`src/rtl/toggle_period_meter_pkg.sv`:
```
// Shared definitions for the toggle period meter.
//   - meter_state_e : measurement FSM states
//   - *Default      : default widths and synchroniser depth
//   - CntSatDefault : saturation value of the default-width period counter
package toggle_period_meter_pkg;

  typedef enum logic [0:0] {
    StIdle,
    StArmed
  } meter_state_e;

  localparam int unsigned CntWDefault       = 16;
  localparam int unsigned EdgeWDefault      = 8;
  localparam int unsigned SyncStagesDefault = 2;

  localparam logic [CntWDefault-1:0] CntSatDefault = {CntWDefault{1'b1}};

endpackage

```
`src/rtl/toggle_period_meter_sync_edge_detect.sv`:
```
// Synchroniser chain plus rising-edge pulse for an asynchronous level input.
// Ports:
//   clk_i  : destination clock
//   rst_ni : asynchronous active-low reset (chain cleared to 0)
//   d_i    : asynchronous level input
//   rise_o : one-cycle pulse when the synchronised level goes 0 -> 1
// A rise on d_i sampled at edge n is flagged during the cycle after edge n+SyncStages-1,
// so the consumer acts on it at edge n+SyncStages.
module toggle_period_meter_sync_edge_detect
  import toggle_period_meter_pkg::*;
#(
  parameter int unsigned SyncStages = SyncStagesDefault
) (
  input  logic clk_i,
  input  logic rst_ni,
  input  logic d_i,
  output logic rise_o
);

  logic [SyncStages-1:0] sync_q;
  logic                  prev_q;

  always_ff @(posedge clk_i or negedge rst_ni) begin
    if (!rst_ni) begin
      sync_q <= '0;
      prev_q <= 1'b0;
    end else begin
      sync_q <= {sync_q[SyncStages-2:0], d_i};
      prev_q <= sync_q[SyncStages-1];
    end
  end

  assign rise_o = sync_q[SyncStages-1] & ~prev_q;

endmodule

```
`src/rtl/toggle_period_meter.sv`:
```
// Measures the clk-cycle spacing between rising edges of an asynchronous toggle output.
// Ports:
//   clk, rstn          : clock, asynchronous active-low reset
//   q_in               : toggle flip-flop output (asynchronous)
//   en                 : measurement enable; low forces IDLE and discards the running count
//   clear              : synchronous clear of overflow, missed, edge_count
//   period_o           : last accepted period, in clk cycles (saturating)
//   period_valid/ready : result handshake
//   edge_count         : wrapping count of rising edges seen while en=1
//   overflow, missed   : sticky flags (saturated period / result dropped under backpressure)
module toggle_period_meter
  import toggle_period_meter_pkg::*;
#(
  parameter int unsigned CNT_W       = CntWDefault,
  parameter int unsigned EDGE_W      = EdgeWDefault,
  parameter int unsigned SYNC_STAGES = SyncStagesDefault
) (
  input  logic              clk,
  input  logic              rstn,
  input  logic              q_in,
  input  logic              en,
  input  logic              clear,
  output logic [CNT_W-1:0]  period_o,
  output logic              period_valid,
  input  logic              period_ready,
  output logic [EDGE_W-1:0] edge_count,
  output logic              overflow,
  output logic              missed
);

  localparam logic [CNT_W-1:0] CntSat = {CNT_W{1'b1}};
  localparam logic [CNT_W-1:0] CntOne = CNT_W'(1);

  meter_state_e     state_q;
  logic [CNT_W-1:0] cnt_q;
  logic             rise;
  logic             load_ok;

  toggle_period_meter_sync_edge_detect #(
    .SyncStages(SYNC_STAGES)
  ) u_sync (
    .clk_i (clk),
    .rst_ni(rstn),
    .d_i   (q_in),
    .rise_o(rise)
  );

  // A result may load if the slot is empty or is being consumed this very cycle.
  always_comb begin
    load_ok = !period_valid || period_ready;
  end

  always_ff @(posedge clk or negedge rstn) begin
    if (!rstn) begin
      state_q      <= StIdle;
      cnt_q        <= '0;
      period_o     <= '0;
      period_valid <= 1'b0;
      edge_count   <= '0;
      overflow     <= 1'b0;
      missed       <= 1'b0;
    end else begin
      // Consumption first; a same-cycle load below overrides it.
      if (period_valid && period_ready) begin
        period_valid <= 1'b0;
      end

      if (!en) begin
        state_q <= StIdle;
        cnt_q   <= '0;
      end else begin
        unique case (state_q)
          StIdle: begin
            if (rise) begin
              state_q <= StArmed;
              cnt_q   <= CntOne;
            end
          end
          StArmed: begin
            if (rise) begin
              cnt_q <= CntOne;
              if (cnt_q == CntSat) begin
                overflow <= 1'b1;
              end
              if (load_ok) begin
                period_o     <= cnt_q;
                period_valid <= 1'b1;
              end else begin
                missed <= 1'b1;
              end
            end else if (cnt_q != CntSat) begin
              cnt_q <= cnt_q + CntOne;
            end
          end
        endcase

        if (rise) begin
          edge_count <= edge_count + 1'b1;
        end
      end

      // Clear wins over any flag set or edge increment in the same cycle.
      if (clear) begin
        overflow   <= 1'b0;
        missed     <= 1'b0;
        edge_count <= '0;
      end
    end
  end

endmodule
```
`config.mk`:
```
export PLATFORM = sky130hd
export DESIGN_NAME = toggle_period_meter
export DESIGN_NICKNAME = d
export VERILOG_FILES = /design/src/rtl/toggle_period_meter_pkg.sv /design/src/rtl/toggle_period_meter_sync_edge_detect.sv /design/src/rtl/toggle_period_meter.sv
export SDC_FILE = /design/constraint.sdc
export NUM_CORES = 1
export LEC_CHECK = 0
export BUFFER_PORTS_ARGS = -buffer_cell sky130_fd_sc_hd__clkbuf_2
export CAP_MARGIN = 20
export CORE_MARGIN = 4
export CORE_UTILIZATION = 50
export CTS_CLUSTER_SIZE = 24
export DETAILED_ROUTE_END_ITERATION = 6
export GPL_TIMING_DRIVEN = 0
export PLACE_DENSITY = 0.75
export SETUP_SLACK_MARGIN = 0.5
export SLEW_MARGIN = 5
export SYNTH_ARGS = -nofsm -noshare
export SYNTH_HDL_FRONTEND = slang
export SYNTH_SLANG_ARGS = --single-unit
```
`constraint.sdc`:
```
create_clock -name clk -period 1.76 [get_ports clk]
set_input_delay 0.264 -clock clk [delete_from_list [all_inputs] [get_ports clk]]
set_output_delay 0.264 -clock clk [all_outputs]
set_load 0.005 [all_outputs]
```
==> key figures, run 1 <==
Yosys
  – Syn Area/Cell: 11.2 sq um
  – Post-synth top area share: a little under three fifths
  – Distinct cells, synth: 42
  – Post-Syn Area: 2110 sq um
  – Synth top area cells: dfrtp_1 (56%), mux2_2 (8.5%), nand4_1 (3.0%), a21oi_1 (2.6%), nand2_1 (2.3%)
  – Ys Warns: 0
  – Commonest cells in the netlist: dfrtp_1 (47), mux2_2 (16), nand2_1 (13), nor2_1 (13), a21oi_1 (11)
  – Post-synthesis register bit count: 47
  – Post-Synthesis Cells: 188
  – Cell taking the most area after synthesis: dfrtp_1
  – Syn Nets: 196
  – Post-synthesis async set-or-reset flop share: 100%
  – Sequential area share after synthesis: between 50% and 60%
  – Number of flops mapped to enable cells by yosys: 0
  – Most frequent cell after synthesis: dfrtp_1
  – Ys flop type: dfrtp_1

Timing
  – Worst slew pin tran: 0.551 ns
  – Slew Limit Headroom: a little over three fifths
  – Setup TNS: 0 ns
  – Final hold viol count: 0
  – RSZ-0062 raised after global routing: yes
  – Final setup viols: 0
  – Final worst setup slack: 0.130 ns
  – Tcrit/Tclk final: between 90% and 100%
  – Max Clock Skew: 0.00936 ns
  – Tmin final: 1.63 ns
  – Top achievable clock speed: about 610 MHz
  – Hold slack: 0.0673 ns
  – Max Slew Vio Count: 0

Setup path
  – Critical path required time: 1.95 ns
  – CP startpoint: cnt_q[9]
  – CP Capture Type: flop
  – Worst-case reg-to-reg path depth: 5
  – R2R setup slack: 0.13 ns
  – Worst path cell trace: nand4_1 > buf_6 > o41ai_4 > xor2_1 > a21boi_1
  – Crit path kind: reg -> reg
  – Reg2reg start: cnt_q[9]
  – Critical R2R Capture: cnt_q[0]
  – Critical path's largest stage delay: 0.51 ns
  – Startpoint Class: flop
  – CP Max Fanout: 6
  – CP max-delay cell: o41ai_4
  – Worst EP arrival: 1.82 ns

Flow run
  – Maximum capacitance violations: 0

Power
  – Power density over the cells: ~680 nW/um^2
  – Leak pwr: 1.43 nW
  – Max VDD drop: 0.000557 V

GRT
  – Pin count of the biggest net entering global routing: 28
  – Total Routing Usage GR: 22.2%
  – Antenna violations before repair: 0
  – Vias in the first global route: around 1900
  – First-pass GRT wire length: about 9.1 mm
  – Total gr overflow: 0

Cells and area
  – Antenna Cells: 0
  – Final core occ: around three quarters
  – Finished Layout Cells: 320
  – Final nets: 277
  – P&R area growth vs syn: 45.3%
  – Share of cells above drive strength 1: 50.0%

Placed design
  – Routability cong.: 0.853
  – Placed insts: 270
  – Port Buffers: 31
  – Worst slack after detailed placement: 0.0787 ns
  – Dpl hpwl: slightly below 3 mm

Worst hold path
  – Start point of the worst hold path: q_in
  – Hold worst-path end: u_sync.sync_q[0]
  – Hold depth: 1
  – Hold crit path type: in -> reg

CTS
  – Clk sinks: 47
  – Clock slew at reported path FFs: 0.09 ns
  – Clock Root Buffer: clkbuf_8
  – Cts bufs inserted: 5
  – Worst skew pair latency: 0.30 ns
  – H-Tree Level Count: 2
  – CTS tree: done
  – Clock Path Buffers: 2

Floorplanning
  – Initial Utilization: 52.4%
  – Width of the die: 73.0 um
  – I/O pin count: 33
  – Core area: 4030 sq um
  – Row count: 23
  – DIE AREA: approximately 5300 sq um
  – Die Ht: 73.0 um

Route
  – Drt via density: about 6.0
  – Routed WL: 5.87 mm
  – Pre-antenna DRT Iters: 4
  – DRC Markers: 0
  – Post-DRT Antenna Nets: 0
  – DR WL/cell: 18.3 um
  – Via count: ~1900
  – DRT iter0 DRCs: 157

Run status
  – Status: finished clean
power by group:
part	switching, W	leakage, nW	internal (W)
registers	0.0000163	0.638	0.00110
clock network	0.000358	0.0612	0.000460
logic	0.0000884	0.726	0.0000773
total	0.000462	1.43	0.00163
flip-flops by register name, summed over array words and instances, names as in the netlist, 2 cells and up:
register / flops
cnt_q: 16
edge_count: 8
period_o: 16
u_sync.sync_q: 2
cells by family after synthesis:
| logic type | after synthesis | synth area share [%] |
|---|---|---|
| buffers and inverters | 8 | 2.01 |
| adders and majority gates | 2 | 1.19 |
| xor gates and xnor gates | 7 | 2.90 |
| AOI/OAI and AO/OA | 33 | 10.3 |
| and+or+nand+nor | 75 | 19.4 |
| muxes | 16 | 8.54 |
| DFF | 47 | 55.7 |
worst max-delay path, delay by kind of cell, from the launching register on:
family,cells,cell delay [ns]
flops,1,0.42
xor+xnor,1,0.21
compound gates,2,0.60
buf+inv,1,0.16
simple gates,1,0.12
cells in the final DEF, fill, tap and decap left out, drive strengths merged, types with 2 or more instances in the layout:
| cell | netlist | layout |
|---|---|---|
| a21oi | 11 | 11 |
| and2 | 3 | 3 |
| and3 | 4 | 4 |
| buf | 4 | 46 |
| clkbuf | 3 | 40 |
| dfrtp | 47 | 47 |
| ha | 2 | 2 |
| mux2 | 16 | 16 |
| nand2 | 13 | 13 |
| nand2b | 2 | 2 |
| nand3 | 9 | 9 |
| nand4 | 10 | 10 |
| nor2 | 13 | 13 |
| nor3 | 6 | 6 |
| o211ai | 2 | 2 |
| o21ai | 7 | 7 |
| o311ai | 2 | 2 |
| o31ai | 5 | 5 |
| o41ai | 3 | 3 |
| or3 | 5 | 5 |
| or4 | 4 | 4 |
| xnor2 | 3 | 3 |
| xor2 | 4 | 4 |
metrics by stage:
step / instance area (sq um) / power [W]
floorplan: 2170 / 0.00118
global route: 3070 / 0.00217
CTS: 2920 / 0.00209
finish: 3070 / 0.00210
global placement: 2390 / 0.00123
detailed placement: 2410 / 0.00124
routing by layer:
metal	global-route usage, %	up-vias	routed length (um)
li1	-	859	-
met4	8.40	0	109
met3	5.92	13	340
met1	26.4	973	2350
met5	0	-	0
met2	38.5	74	3070
layout make-up:
cell class | count | area, sq um
Buffer | 7 | 65.1
Clock buffer | 6 | 82.6
Clock inverter | 2 | 35.0
Fill cell | 257 | 962
Inverter | 1 | 3.75
Multi-Input combinational cell | 133 | 1100
Sequential cell | 47 | 1180
Tap cell | 50 | 62.6
Timing Repair Buffer | 74 | 538
timing repair:
action                                  in CTS  in global routing
endpoints found under the hold margin       20                  0
hold buffers                                 1                  0
cloned                                       1                  0
pin swaps                                   17                 11
resized for setup                           38                 22
endpoints found under the setup margin      38                 41
buffers inserted                            29                 11
how the worst max path moves through the flow:
stage	endpoint	slack, ns
6_report	cnt_q[0]	0.13
4_1_cts	cnt_q[11]	0.24
3_5_place_dp	cnt_q[0]	0.08
5_1_grt	cnt_q[11]	0.09
2_1_floorplan	cnt_q[11]	0.27
3_3_place_gp	cnt_q[0]	0.06
Note: power is estimated with default switching activity, not from simulation.
==> run 2, diff against run 1 <==
--- a/config.mk
+++ b/config.mk
@@ -13,6 +13,7 @@
 export DETAILED_ROUTE_END_ITERATION = 6
 export GPL_TIMING_DRIVEN = 0
 export PLACE_DENSITY = 0.75
+export RECOVER_POWER = 50
 export SETUP_SLACK_MARGIN = 0.5
 export SLEW_MARGIN = 5
 export SYNTH_ARGS = -nofsm -noshare
==> constraint.sdc (replaced) <==
create_clock -name clk -period 1.76 [get_ports clk]
set_input_delay 0 -clock clk [delete_from_list [all_inputs] [get_ports clk]]
set_output_delay 0 -clock clk [all_outputs]
set_load 0.005 [all_outputs]
==> run 2 against run 1 <==
Via count grew 0.31%. Clock skew shrank 0.0026 ns. Die area is the same. Hold slack lost 0.059 ns. Fmax is essentially flat. Total power is essentially flat. Combinational power is essentially flat. Setup slack gained 0.0010 ns. Register-to-register slack is essentially flat. Critical path depth grew 1. Clock-buffer cell count is the same. Critical path type unchanged. Critical endpoint is now cnt_q[11]. Largest power group unchanged.
==> key figures, run 2 (same netlist as run 1, synthesis figures left out) <==
Run status
  – Status: finished clean

Timing
  – Setup TNS: 0 ns (unchanged)
  – RSZ-0062 raised after global routing: yes
  – Tmin final: 1.63 ns (-0.00104 ns)
  – Top achievable clock speed: 614 MHz (about the same)
  – Max Clock Skew: 0.00675 ns (-0.00261 ns)
  – Worst slew pin tran: 1.18 ns (+0.630 ns)
  – Final hold viol count: 0 (unchanged)
  – Tcrit/Tclk final: 92.5% (about the same)
  – Slew Limit Headroom: 21.3% (-42 points)
  – Max Slew Vio Count: 0 (unchanged)
  – Final setup viols: 0 (unchanged)

Power
  – Leak pwr: 1.40 nW (-2.1%)
  – Power density over the cells: 684 nW/um^2 (about the same)
  – Max VDD drop: 0.000562 V (+0.81%)

GRT
  – Vias in the first global route: 1904 (+0.16%)
  – First-pass GRT wire length: 9.08 mm (+0.15%)
  – Total Routing Usage GR: 22.3% (+0.029 points)
  – Total gr overflow: 0 (unchanged)
  – Pin count of the biggest net entering global routing: 28 (unchanged)
  – Antenna violations before repair: 0 (unchanged)

Cells and area
  – Finished Layout Cells: 321 (+0.31%)
  – Filler Cell Count: 260 (+1.2%)
  – P&R area growth vs syn: 45.2% (about the same)
  – Final nets: 278 (+0.36%)
  – Commonest non-fill, non-tap cell in the layout: dfrtp_1
  – Share of cells above drive strength 1: 46.1% (-3.9 points)
  – Regs by FF count: cnt_q x16, period_o x16, edge_count x8
  – Antenna Cells: 0 (unchanged)
  – Commonest non-fill, non-tap cells in the layout: dfrtp_1 (42), buf_4 (31), clkbuf_2 (23)

Setup path
  – CP Capture Type: flop
  – Worst EP arrival: 1.86 ns (+0.04 ns)
  – Crit path kind: reg -> reg
  – Startpoint Class: flop
  – CP Max Fanout: 6 (unchanged)
  – Critical path required time: 1.99 ns (+0.04 ns)

Placed design
  – Routability cong.: 0.853 (unchanged)
  – Port Buffers: 31 (unchanged)
  – Placed insts: 270 (unchanged)
  – Dpl hpwl: 2.89 mm (unchanged)

Route
  – Routed WL: 5.87 mm (about the same)
  – Pre-antenna DRT Iters: 4 (unchanged)
  – Drt via density: 6.00 (about the same)
  – DRT iter0 DRCs: 144 (-8.3%)
  – Post-DRT Antenna Nets: 0 (unchanged)
  – DR WL/cell: 18.3 um (-0.33%)
  – Via count: 1925 (+0.31%)
  – DRC Markers: 0 (unchanged)

Floorplanning
  – I/O pin count: 33 (unchanged)
  – Width of the die: 73.0 um (unchanged)
  – Initial Utilization: 52.4% (unchanged)
  – Core area: 4030 sq um (unchanged)
  – Row count: 23 (unchanged)
  – Die Ht: 73.0 um (unchanged)
  – DIE AREA: 5330 sq um (unchanged)

CTS
  – CTS tree: done
  – Worst skew pair latency: 0.30 ns (about the same)
  – Cts bufs inserted: 5 (unchanged)
  – Clk sinks: 47 (unchanged)
  – H-Tree Level Count: 2 (unchanged)
  – Clock Root Buffer: clkbuf_8
  – Clock Path Buffers: 2 (unchanged)
  – Clock slew at reported path FFs: 0.09 ns (about the same)

Worst hold path
  – Hold crit path type: in -> reg

Flow run
  – Maximum capacitance violations: 0 (unchanged)
-- run 2: per-layer routing --
layer  track usage (%)  vias to the layer above  wire length, um
li1                  -                      864                -
met4              8.40                        0              129
met1              26.5                      962             2330
met3              5.92                       15              359
met5                 0                        -                0
met2              38.5                       84             3050
-- run 2: stage by stage --
stage	util (%)	cell area, sq um	worst slack (ns)	power, W	hold slack [ns]
6_report	76.1	3060	0.131	0.00210	0.00831
2_1_floorplan	-	2170	0.266	0.00118	-0.296
4_1_cts	72.6	2930	0.242	0.00209	0.0105
5_1_grt	76.1	3060	0.0856	0.00217	0.0210
3_5_place_dp	59.8	2410	0.0787	0.00124	0.00808
3_3_place_gp	59.3	2390	0.0569	0.00123	0.109
-- run 2: power breakdown --
group	total [W]	leakage (nW)	switching, W	internal (W)
clock network	0.000817	0.0612	0.000357	0.000460
registers	0.00111	0.638	0.0000162	0.00110
logic	0.000166	0.696	0.0000887	0.0000769
total	0.00210	1.40	0.000462	0.00163
-- run 2: critical path: stages (launching register included) --
cell and delay (ns):
dfrtp_2 0.45, nand4_1 0.12, buf_6 0.14, nor4_4 0.06, buf_4 0.13, or4_4 0.50, a21oi_2 0.14
-- run 2: repair_timing --
action | 4_1_cts | 5_1_grt
endpoints found under the setup margin | 38 | 41
hold buffers | 2 | 0
hold endpoints to repair | 21 | 0
cloned | 1 | 0
setup buffers | 29 | 11
pin swaps | 17 | 11
gates resized for setup | 38 | 22
-- run 2: worst paths after layout --
| check | start | to | slack, ns | cells after the start |
|---|---|---|---|---|
| setup / recovery | cnt_q[9] | cnt_q[11] | 0.13 | 6 |
| max in group asynchronous | rstn | cnt_q[11] | 0.53 | 2 |
| hold reg to reg | u_sync.sync_q[0] | u_sync.sync_q[1] | 0.36 | 0 |
| setup reg to reg | cnt_q[9] | cnt_q[11] | 0.13 | 6 |
| min in group asynchronous | rstn | period_o[10] | 0.45 | 2 |
| hold / removal | en | cnt_q[0] | 0.008 | 2 |
-- run 2: cell type report --
type / count / area (sq um) / share of cell area [%]
Inverter: 1 / 3.75 / 0.122
Buffer: 7 / 65.1 / 2.12
Multi-Input combinational cell: 133 / 1100 / 35.8
Tap cell: 50 / 62.6 / 2.04
Sequential cell: 47 / 1180 / 38.6
Clock inverter: 2 / 35.0 / 1.14
Clock buffer: 6 / 82.6 / 2.69
Timing Repair Buffer: 75 / 536 / 17.5
==> run 3, diff against run 2 <==
--- a/config.mk
+++ b/config.mk
@@ -8,12 +8,12 @@
 export BUFFER_PORTS_ARGS = -buffer_cell sky130_fd_sc_hd__clkbuf_2
 export CAP_MARGIN = 20
 export CORE_MARGIN = 4
-export CORE_UTILIZATION = 50
+export CORE_UTILIZATION = 33
 export CTS_CLUSTER_SIZE = 24
 export DETAILED_ROUTE_END_ITERATION = 6
-export GPL_TIMING_DRIVEN = 0
-export PLACE_DENSITY = 0.75
+export GPL_TIMING_DRIVEN = 1
 export RECOVER_POWER = 50
+export REMOVE_ABC_BUFFERS = 1
 export SETUP_SLACK_MARGIN = 0.5
 export SLEW_MARGIN = 5
 export SYNTH_ARGS = -nofsm -noshare
==> run 3 against run 2 <==
Fmax decreased by 0.99%. Critical path depth unchanged. Sequential share of layout area increased by 1.3 points. Cell count increased by 4.4%. Utilization decreased by 27 points. Via count decreased by 8.6%. Wire length decreased by 12%. Critical path type unchanged.
==> key figures, run 3 (same netlist as run 1, synthesis figures left out) <==
Setup path
  – Startpoint Class: flop
  – Delay-heaviest family, CP: simple AND/OR/NAND/NOR gates
  – Crit path kind: reg -> reg
  – Critical R2R Capture: cnt_q[11]
  – Worst path cell trace: nand4_1 > buf_6 > nor4_4 > buf_4 > or4_4 > a21oi_2
  – Critical path's largest stage delay: 0.48 ns (-0.02 ns)
  – CP max-delay cell: or4_4
  – Worst EP arrival: 1.88 ns (+0.02 ns)
  – Worst-case reg-to-reg path depth: 6 (unchanged)
  – Worst path bufs/invs: 2 (unchanged)
  – Reg2reg start: cnt_q[9]
  – Critical path required time: 2.00 ns (about the same)
  – CP Capture Type: flop
  – CP Max Fanout: 6 (unchanged)
  – R2R setup slack: 0.11 ns (-0.02 ns)

Cells and area
  – Commonest non-fill, non-tap cells in the layout: dfrtp_1 (44), buf_4 (28), clkbuf_2 (20)
  – Regs by FF count: cnt_q x16, period_o x16, edge_count x8
  – Share of cells above drive strength 1: 41.5% (-4.6 points)
  – Multi-input logic area: 1080 sq um (-1.4%)
  – Commonest non-fill, non-tap cell in the layout: dfrtp_1
  – FF/Latch Area: 1180 sq um (-0.21%)
  – Final nets: 267 (-4.0%)
  – P&R area growth vs syn: 40.1%
  – Antenna Cells: 0 (unchanged)
  – Filler Cell Count: 563 (+120%)

CTS
  – Worst skew pair latency: 0.30 ns (about the same)
  – Clock Path Buffers: 2 (unchanged)
  – Cts bufs inserted: 5 (unchanged)
  – Clk sinks: 47 (unchanged)
  – CTS tree: done
  – Clock Root Buffer: clkbuf_8
  – Clock slew at reported path FFs: 0.10 ns (about the same)
  – H-Tree Level Count: 2 (unchanged)

Route
  – DRC Markers: 0 (unchanged)
  – Drt via density: 5.25 (-12%)
  – Pre-antenna DRT Iters: 4 (unchanged)
  – DRT iter0 DRCs: 85 (-41%)
  – Routed WL: 5.16 mm (-12%)
  – Via count: 1760 (-8.6%)
  – DR WL/cell: 15.4 um (-16%)
  – Post-DRT Antenna Nets: 0 (unchanged)

Placed design
  – Port Buffers: 32 (+3.2%)
  – Routability cong.: 0.784 (-8.2%)
  – Dpl hpwl: 3.05 mm (+5.6%)

Worst hold path
  – Hold depth: 2 (unchanged)
  – Start point of the worst hold path: clear
  – Hold worst-path end: edge_count[1]
  – Hold crit path type: in -> reg

GRT
  – Vias in the first global route: 1718 (-9.8%)
  – Antenna violations before repair: 0 (unchanged)
  – Pin count of the biggest net entering global routing: 48 (+71%)
  – Total gr overflow: 0 (unchanged)
  – Total Routing Usage GR: 13.8% (-8.5 points)
  – First-pass GRT wire length: 8.37 mm (-7.8%)

Timing
  – Setup TNS: 0 ns (unchanged)
  – Worst slew pin tran: 1.18 ns (-0.00409 ns)
  – Final hold viol count: 0 (unchanged)
  – RSZ-0062 raised after global routing: yes
  – Max Slew Vio Count: 0 (unchanged)
  – Max Clock Skew: 0.00894 ns (+0.00219 ns)
  – Hold slack: 0.0184 ns (+0.0101 ns)
  – Slew Limit Headroom: 21.6% (+0.27 points)
  – Tmin final: 1.65 ns (+0.0164 ns)
  – Final setup viols: 0 (unchanged)
  – Top achievable clock speed: 608 MHz (-0.99%)
  – Tcrit/Tclk final: 93.5% (+0.93 points)

Flow run
  – Maximum capacitance violations: 0 (unchanged)

Power
  – Power Total: 0.00221 W (+5.3%)
  – Leak pwr: 1.33 nW (-4.8%)
  – Max VDD drop: 0.000364 V (-35%)
  – Power density over the cells: 746 nW/um^2 (+9.1%)

Floorplanning
  – I/O pin count: 33 (unchanged)
  – DIE AREA: 7740 sq um (+45%)
  – Die Ht: 88.0 um (+21%)
  – Core area: 6060 sq um (+50%)
  – Initial Utilization: 34.8% (-18 points)
  – Row count: 28 (+22%)
  – Width of the die: 88.0 um (+21%)

Run status
  – Status: finished clean
run 3: report_power, final:
part	switching (W)	internal, W
Combinational	0.0000792	0.0000652
Clock	0.000384	0.000567
Sequential	0.0000152	0.00110
Total	0.000479	0.00173
run 3: layer usage:
metal	routed length, um	track usage (%)
met5	0	0
met4	73	4.88
met3	169	3.10
met2	2500	21.7
met1	2410	18.7
run 3: worst max-delay path by stage:
stage               from        end  slack [ns]  cells past startpoint
2_1_floorplan   cnt_q[0]  cnt_q[15]       -0.18                      5
3_3_place_gp    cnt_q[1]  cnt_q[10]        0.13                      5
3_5_place_dp    cnt_q[1]  cnt_q[10]        0.04                      5
4_1_cts        cnt_q[11]  cnt_q[11]        0.16                      5
5_1_grt         cnt_q[9]  cnt_q[11]        0.05                      6
6_report        cnt_q[9]  cnt_q[11]        0.11                      6
run 3: layout make-up:
cell class / instances / share of cell area [%]
clock inverters: 3 / 2.28
repair buffers: 71 / 15.6
flip-flops and latches: 47 / 39.9
clock buffers: 5 / 2.33
inverters: 1 / 0.127
well taps: 75 / 3.17
multi-input cells: 133 / 36.6
run 3: through the flow:
stage          utilization [%]  instance area [sq um]  setup slack, ns  std cells
3_3_place_gp              39.9                   2420            0.127        300
5_1_grt                   48.8                   2960           0.0509        335
2_1_floorplan                -                   2070           -0.184        181
3_5_place_dp              39.9                   2420           0.0395        300
6_report                  48.8                   2960            0.115        335
4_1_cts                   46.0                   2790            0.161        324
run 3: what timing repair did:
item	CTS	global route
pin swaps	15	10
gates resized for setup	33	24
gates cloned	1	0
setup endpoints to repair	35	37
endpoints found under the hold margin	49	0
hold buffers	3	0
setup buffers	12	11
